`config.mk`:
```
export PLATFORM = sky130hd
export DESIGN_NAME = uart_tx_param
export DESIGN_NICKNAME = d
export VERILOG_FILES = /design/src/rtl/uart_pkg.sv /design/src/rtl/uart_sync_fifo.sv /design/src/rtl/uart_tx_param.sv
export SDC_FILE = /design/constraint.sdc
export NUM_CORES = 1
export LEC_CHECK = 0
export ABC_AREA = 1
export BUFFER_PORTS_ARGS = -buffer_cell sky130_fd_sc_hd__buf_4
export CAP_MARGIN = 30
export CORE_ASPECT_RATIO = 0.8
export CORE_MARGIN = 2
export CORE_UTILIZATION = 50
export DETAILED_ROUTE_END_ITERATION = 16
export PLACE_DENSITY = 0.69
export SLEW_MARGIN = 20
export SYNTH_ARGS = -nofsm -noshare
export SYNTH_HDL_FRONTEND = slang
export SYNTH_HIERARCHICAL = 1
export SYNTH_SLANG_ARGS = --single-unit
```
`constraint.sdc`:
```
create_clock -name sys_clk -period 3.2 [get_ports sys_clk]
set_input_delay 0.32 -clock sys_clk [delete_from_list [all_inputs] [get_ports sys_clk]]
set_output_delay 0.32 -clock sys_clk [all_outputs]
set_load 0.05 [all_outputs]
```
`src/rtl/uart_pkg.sv`:
```
// uart_pkg: shared UART parity/state enums, baud-rate constants and baud_div(clk_freq, sel) divisor helper
package uart_pkg;
    typedef enum logic [1:0] {PAR_NONE = 2'b00, PAR_ODD = 2'b01, PAR_EVEN = 2'b10, PAR_MARK = 2'b11} parity_e;
    typedef enum logic [2:0] {ST_IDLE, ST_START, ST_DATA, ST_PARITY, ST_STOP} tx_state_e;
    localparam int BAUD_4800   = 4800;
    localparam int BAUD_9600   = 9600;
    localparam int BAUD_19200  = 19200;
    localparam int BAUD_115200 = 115200;
    function automatic logic [15:0] baud_div(input int clk_freq, input logic [1:0] sel);
        return sel == 2'b00 ? 16'(clk_freq / BAUD_4800) :
               sel == 2'b01 ? 16'(clk_freq / BAUD_9600) :
               sel == 2'b10 ? 16'(clk_freq / BAUD_19200) : 16'(clk_freq / BAUD_115200);
    endfunction
endpackage

```
`src/rtl/uart_sync_fifo.sv`:
```
// uart_sync_fifo: sync FIFO (sys_clk, rst_n, push/din in, pop -> registered dout, full/empty/count out)
module uart_sync_fifo #(
    parameter int WIDTH = 8,
    parameter int DEPTH = 16
) (
    input  logic                           sys_clk,
    input  logic                           rst_n,
    input  logic                           push,
    input  logic                           pop,
    input  logic [WIDTH-1:0]               din,
    output logic [WIDTH-1:0]               dout,
    output logic                           full,
    output logic                           empty,
    output logic [$clog2(DEPTH+1)-1:0]     count
);
    localparam int AW = $clog2(DEPTH);
    logic [WIDTH-1:0] mem [DEPTH];
    logic [AW:0] wr_ptr, rd_ptr;
    assign empty = wr_ptr == rd_ptr;
    assign full  = wr_ptr == {~rd_ptr[AW], rd_ptr[AW-1:0]};
    assign count = wr_ptr - rd_ptr;
    always_ff @(posedge sys_clk) begin
        if (!rst_n) begin
            wr_ptr <= '0;
            rd_ptr <= '0;
            dout   <= '0;
        end else begin
            if (push && !full)
                wr_ptr <= wr_ptr + 1'b1;
            if (pop && !empty) begin
                dout   <= mem[rd_ptr[AW-1:0]];
                rd_ptr <= rd_ptr + 1'b1;
            end
        end
    end
    always_ff @(posedge sys_clk)
        if (push && !full)
            mem[wr_ptr[AW-1:0]] <= din;
endmodule

```
`src/rtl/uart_tx_param.sv`:
```
// uart_tx_param: UART TX (sel_baud/parity_mode/two_stop cfg, tx_valid/tx_d_in/tx_ready push, tx_data line, tx_status/fifo_count/overflow)
module uart_tx_param
    import uart_pkg::*;
#(
    parameter int CLK_FREQ   = 100_000_000,
    parameter int DATA_BITS  = 8,
    parameter int FIFO_DEPTH = 16
) (
    input  logic                              sys_clk,
    input  logic                              rst_n,
    input  logic [1:0]                        sel_baud,
    input  logic [1:0]                        parity_mode,
    input  logic                              two_stop,
    input  logic                              tx_valid,
    input  logic [DATA_BITS-1:0]              tx_d_in,
    output logic                              tx_ready,
    output logic                              tx_data,
    output logic                              tx_status,
    output logic [$clog2(FIFO_DEPTH+1)-1:0]   fifo_count,
    output logic                              overflow
);
    localparam int BW = $clog2(DATA_BITS);
    localparam logic [2:0] S_IDLE   = ST_IDLE;
    localparam logic [2:0] S_START  = ST_START;
    localparam logic [2:0] S_DATA   = ST_DATA;
    localparam logic [2:0] S_PARITY = ST_PARITY;
    localparam logic [2:0] S_STOP   = ST_STOP;
    logic [2:0] state, state_nxt;
    logic [15:0] div_r, baud_cnt;
    logic [BW-1:0] bit_cnt;
    logic [DATA_BITS-1:0] shreg, dout;
    logic par_r, two_stop_r, full, empty, tick, last_bit, stop_done, do_push, do_pop, line;
    parity_e pmode_r;

    assign tx_ready  = !full;
    assign do_push   = tx_valid && !full;
    assign tick      = state != S_IDLE && baud_cnt == div_r - 16'd1;
    assign last_bit  = bit_cnt == BW'(DATA_BITS - 1);
    assign stop_done = tick && state == S_STOP && (!two_stop_r || bit_cnt != '0);
    assign do_pop    = !empty && (state == S_IDLE || stop_done);
    assign line      = state == S_START ? 1'b0 : state == S_DATA ? shreg[0] : state == S_PARITY ? par_r : 1'b1;

    uart_sync_fifo #(.WIDTH(DATA_BITS), .DEPTH(FIFO_DEPTH)) u_fifo (
        .sys_clk (sys_clk),
        .rst_n   (rst_n),
        .push    (do_push),
        .pop     (do_pop),
        .din     (tx_d_in),
        .dout    (dout),
        .full    (full),
        .empty   (empty),
        .count   (fifo_count)
    );

    always_comb begin
        state_nxt = state;
        if (do_pop)
            state_nxt = S_START;
        else if (tick)
            case (state)
                S_START:  state_nxt = S_DATA;
                S_DATA:   state_nxt = !last_bit ? S_DATA : pmode_r == PAR_NONE ? S_STOP : S_PARITY;
                S_PARITY: state_nxt = S_STOP;
                S_STOP:   state_nxt = stop_done ? S_IDLE : S_STOP;
                default:  state_nxt = S_IDLE;
            endcase
    end

    always_ff @(posedge sys_clk) begin
        if (!rst_n) begin
            state      <= S_IDLE;
            baud_cnt   <= '0;
            bit_cnt    <= '0;
            shreg      <= '0;
            par_r      <= 1'b0;
            div_r      <= '0;
            pmode_r    <= PAR_NONE;
            two_stop_r <= 1'b0;
            tx_data    <= 1'b1;
            tx_status  <= 1'b0;
            overflow   <= 1'b0;
        end else begin
            state     <= state_nxt;
            baud_cnt  <= (state == S_IDLE || tick) ? '0 : baud_cnt + 16'd1;
            tx_data   <= line;
            tx_status <= do_push || !empty || state != S_IDLE;
            overflow  <= tx_valid && full;
            if (do_pop) begin
                div_r      <= baud_div(CLK_FREQ, sel_baud);
                pmode_r    <= parity_e'(parity_mode);
                two_stop_r <= two_stop;
            end
            if (tick && state == S_START) begin
                shreg   <= dout;
                bit_cnt <= '0;
                par_r   <= pmode_r == PAR_ODD ? ~^dout : pmode_r == PAR_EVEN ? ^dout : 1'b1;
            end
            if (tick && state == S_DATA) begin
                shreg   <= shreg >> 1;
                bit_cnt <= last_bit ? '0 : bit_cnt + 1'b1;
            end
            if (tick && state == S_STOP)
                bit_cnt <= bit_cnt + 1'b1;
        end
    end
endmodule

```
==> impl_results.md <==
* Outcome: complete, no violations
* Portion of netlist area occupied by mux cells at 0
* Number of setup buffers added after CTS at 0
* Post-layout util at 0.573
* Most frequent cells after synthesis: nand2_1, inv_1, edfxtp_1, nand3_1, nor2_1
* Final hold violation count at 0
* Hold path start: tx_valid
* Die footprint at approximately 20000 um2
* First DRT Iteration DRCs at approximately 620
* Worst Hold Class: input pin to flop
* Number of synthesis warnings at 6
* Leak Pwr at 4.40 nW
* Number of iterations in the first detailed-routing pass at 6
* Share of Yosys cell area claimed by the top area cell type at 0.407
* Remaining DRCs at 0
* Reg-to-reg endpoint: u_fifo/dout[0]
* Reg-to-reg startpoint: div_r[0]
* Post-detailed-route wirelength per cell at 15.8 um
* Number of enable flip-flop cells after synthesis at 128
* Area growth from synthesis to layout at 11.4%
* FP Rows at 44
* Yosys reg bits at roughly 190
* Cell depth of the worst flop-to-flop path at 19
* Met1 Usage GRT at 0.326
* Die height at approximately 130 um
* Root buf cell: clkbuf_16
* Worst-skew pair later-pin latency at between 0.4 and 0.5 ns
* VDD IR-drop max at about 460 uV
* Post-synthesis compound-gate area fraction at 0.0477
* Cell with the most instances after synthesis: nand2_1
* Tmin final at approximately 2.9 ns
* Data arrival at the endpoint of the critical path at 3.21 ns
* Synthesized-area fraction occupied by xor and xnor cells at 0.0214
* Remaining max-slew budget at the tightest pin at 0.480
* Worst-case setup slack after placement at around 0.32 ns
* Register area share after synthesis at 0.543
* Number of global-route vias before repair at between 6000 and 7000
* Setup repair after global routing missed its margin: no
* Fraction of final layout cells with drive strength greater than 1 at 0.113
* Die X at 158 um
* Worst-Margin Slew at about 0.78 ns
* Remaining global-route overflow at 0
* Gate Count Post-Synth at between 1000 and 1500
* Total number of vias at approximately 7200
* TritonCTS Buffers at 17
* Setup_tns at 0 ns
* Beginning of the critical path: div_r[0]
* Final critical-path setup slack at approximately 0.31 ns
* Fmax at 0.346 GHz
* Critical Path Sink Type: flop
* Crit Path Max Fanout at 20
* Final cycle utilization of the critical path at 0.903
* CTS max path bufs at 2
* Power per cell area at roughly 800 nW/um2
* Flop2flop setup slack at 0.31 ns
* Number of library cell types mapped by synthesis at 42
* DP HPWL at ~15 mm
* Kind of launch point of the worst setup path: flop
* Total Routed Length at 21.8 mm
* Core footprint at roughly 18000 um2
* Count of pins over their slew limit at 0
* Final count of negative-setup-slack endpoints at 0
* Post-synthesis share of cell area spent on and, or, nand and nor gates at 0.275
* Async set-or-reset flop fraction in the synthesized netlist at 0
* Antenna violations before repair at 0
* Residual antenna-violating net count after detailed routing at 0
* Largest net degree at the start of global routing at between 60 and 70
* Clock slew at the register clock pins of the worst setup and hold paths at ~0.070 ns
* GPL Wtd Cong at about 0.9
* Antenna diode count at 0
* Met3 Usage GRT at 0.0345
* FILL cells at 1614
* Hold Crit Depth at 3
* Layout net count at approximately 1200
* Combinational family with the most area after synthesis: simple AND/OR/NAND/NOR gates
* Endpoint required time on the critical path at approximately 3.5 ns
* Cell area after synthesis at 9430 um2
* Ports placed on the boundary at 25
* Global routing usage on met2 at 0.367
* Routed vias/inst at 5.20
* Leading register cell type out of synthesis: edfxtp_1
* H-Tree Level Count at 4
* Global-route usage over all layers at 0.228
* Fraction of the mapped netlist area in adder cells at 0.0286
* Mean instance size in the synthesized netlist at between 8 and 9 um2
* Top cells by area, synth: edfxtp_1, dfxtp_1, nand2_1, nand3_1, inv_1
* Layer with the highest usage: met2
* Skew final at between 0.015 and 0.02 ns
* Number of buffers added on ports at 24
* Clock net sink count at ~190
* Path type of the worst setup path: flop to flop
* Clock tree from TritonCTS: done
* Number of nets produced by synthesis at 1126
* Capture endpoint of the worst hold path: overflow
* Post-synthesis cell type with the largest combined area: edfxtp_1
* Initial Util at 0.515
* Total of max-cap violations at 0
* Wire length of the first global-routing pass at between 30 and 40 mm
[routing by layer]
layer  share of wire  vias up  wire length (um)
met5               0        -                 0
met4           0.012        0               269
met3           0.048       23              1050
met2            0.46      198             10100
met1            0.48     3392             10500
li1                -     3575                 -
[layout make-up]
cell class                      count  area (um2)  share of cell area
Multi-Input combinational cell    703        3510               0.334
Tap cell                          253         317              0.0301
Inverter                          158         602              0.0573
Timing Repair Buffer               45         338              0.0322
Clock buffer                       17         425              0.0405
Clock inverter                     15         185              0.0176
Sequential cell                   192        5130               0.488
[worst max-delay path, cell delays in order, from the launching register on]
cell and delay (ns):
dfxtp_1 0.33, inv_1 0.18, ha_2 0.29, nand3_2 0.11
nand2_1 0.10, nand2_1 0.05, nand2_1 0.09, nand2_1 0.06
nor2_1 0.19, nand3_2 0.14, nor2_4 0.19, nand3_4 0.10
nand2_4 0.13, nand2_4 0.07, clkinv_2 0.20, nand2_4 0.11
inv_4 0.17, nand2_1 0.09, nor2_1 0.11, a21oi_1 0.07
[how the worst max path moves through the flow]
stage	depth (start not counted)	slack (ns)	endpoint
floorplan	21	0.67	u_fifo/dout[0]
finish	19	0.31	u_fifo/dout[0]
CTS	19	0.30	u_fifo/dout[0]
global route	18	0.04	u_fifo/dout[0]
detailed placement	19	0.32	u_fifo/dout[0]
global placement	19	0.45	u_fifo/dout[7]
[cells by family (layout without fill, tap and decap cells)]
logic type | after synthesis | count (layout)
and+or+nand+nor | 573 | 573
DFF | 192 | 192
xor gates and xnor gates | 23 | 23
buffers and inverters | 194 | 235
adders and majority gates | 21 | 21
AOI/OAI and AO/OA | 86 | 86
[registers in the layout, indices dropped and copies added, names as in the netlist, 2 cells and up]
signal	flops
u_fifo/wr_ptr	5
pmode_r	2
baud_cnt	16
u_fifo/mem	128
u_fifo/rd_ptr	5
bit_cnt	3
div_r	9
u_fifo/dout	8
shreg	8
state	3
[placed cells by master (no fill, tap or decap), types with 2 or more instances in the layout]
| master | n |
|---|---|
| a21oi_1 | 46 |
| a21oi_2 | 2 |
| buf_4 | 45 |
| clkbuf_16 | 17 |
| clkinv_1 | 2 |
| clkinv_4 | 3 |
| clkinv_8 | 4 |
| dfxtp_1 | 63 |
| edfxtp_1 | 128 |
| ha_1 | 19 |
| inv_1 | 149 |
| inv_2 | 5 |
| inv_6 | 4 |
| inv_8 | 3 |
| nand2_1 | 293 |
| nand2_2 | 8 |
| nand2_4 | 4 |
| nand3_1 | 128 |
| nand3_2 | 6 |
| nand3b_1 | 14 |
| nand4_1 | 4 |
| nor2_1 | 75 |
| nor2_2 | 15 |
| nor2_4 | 5 |
| nor3_1 | 12 |
| nor3b_1 | 4 |
| nor4_1 | 2 |
| o211ai_1 | 2 |
| o21ai_0 | 30 |
| o21ai_1 | 3 |
| xnor2_1 | 8 |
| xor2_1 | 15 |
[timing repair]
| action | 4_1_cts | 5_1_grt |
|---|---|---|
| resized for setup | 0 | 1 |
| hold buffers | 0 | 0 |
| setup endpoints to repair | 0 | 1 |
| hold endpoints to repair | 0 | 0 |
[per-stage QoR]
stage                     hold WS, ns  total power [mW]  area (um2)  instances
final                           0.157              8.30       10500       1383
after global routing            0.170              8.81       10500       1383
after CTS                       0.152              8.31       10500       1383
after detailed placement        0.455              6.16        9890       1351
after global placement          0.448              6.14        9890       1351
after floorplan                 0.419              5.47        9430       1089
[where the power goes]
part / switching, mW / internal, mW / total [mW]
Sequential: 0.163 / 2.80 / 2.97
Combinational: 2.19 / 0.984 / 3.17
Clock: 1.03 / 1.13 / 2.16
Total: 3.39 / 4.91 / 8.30
(Power assumes the default switching activity.)
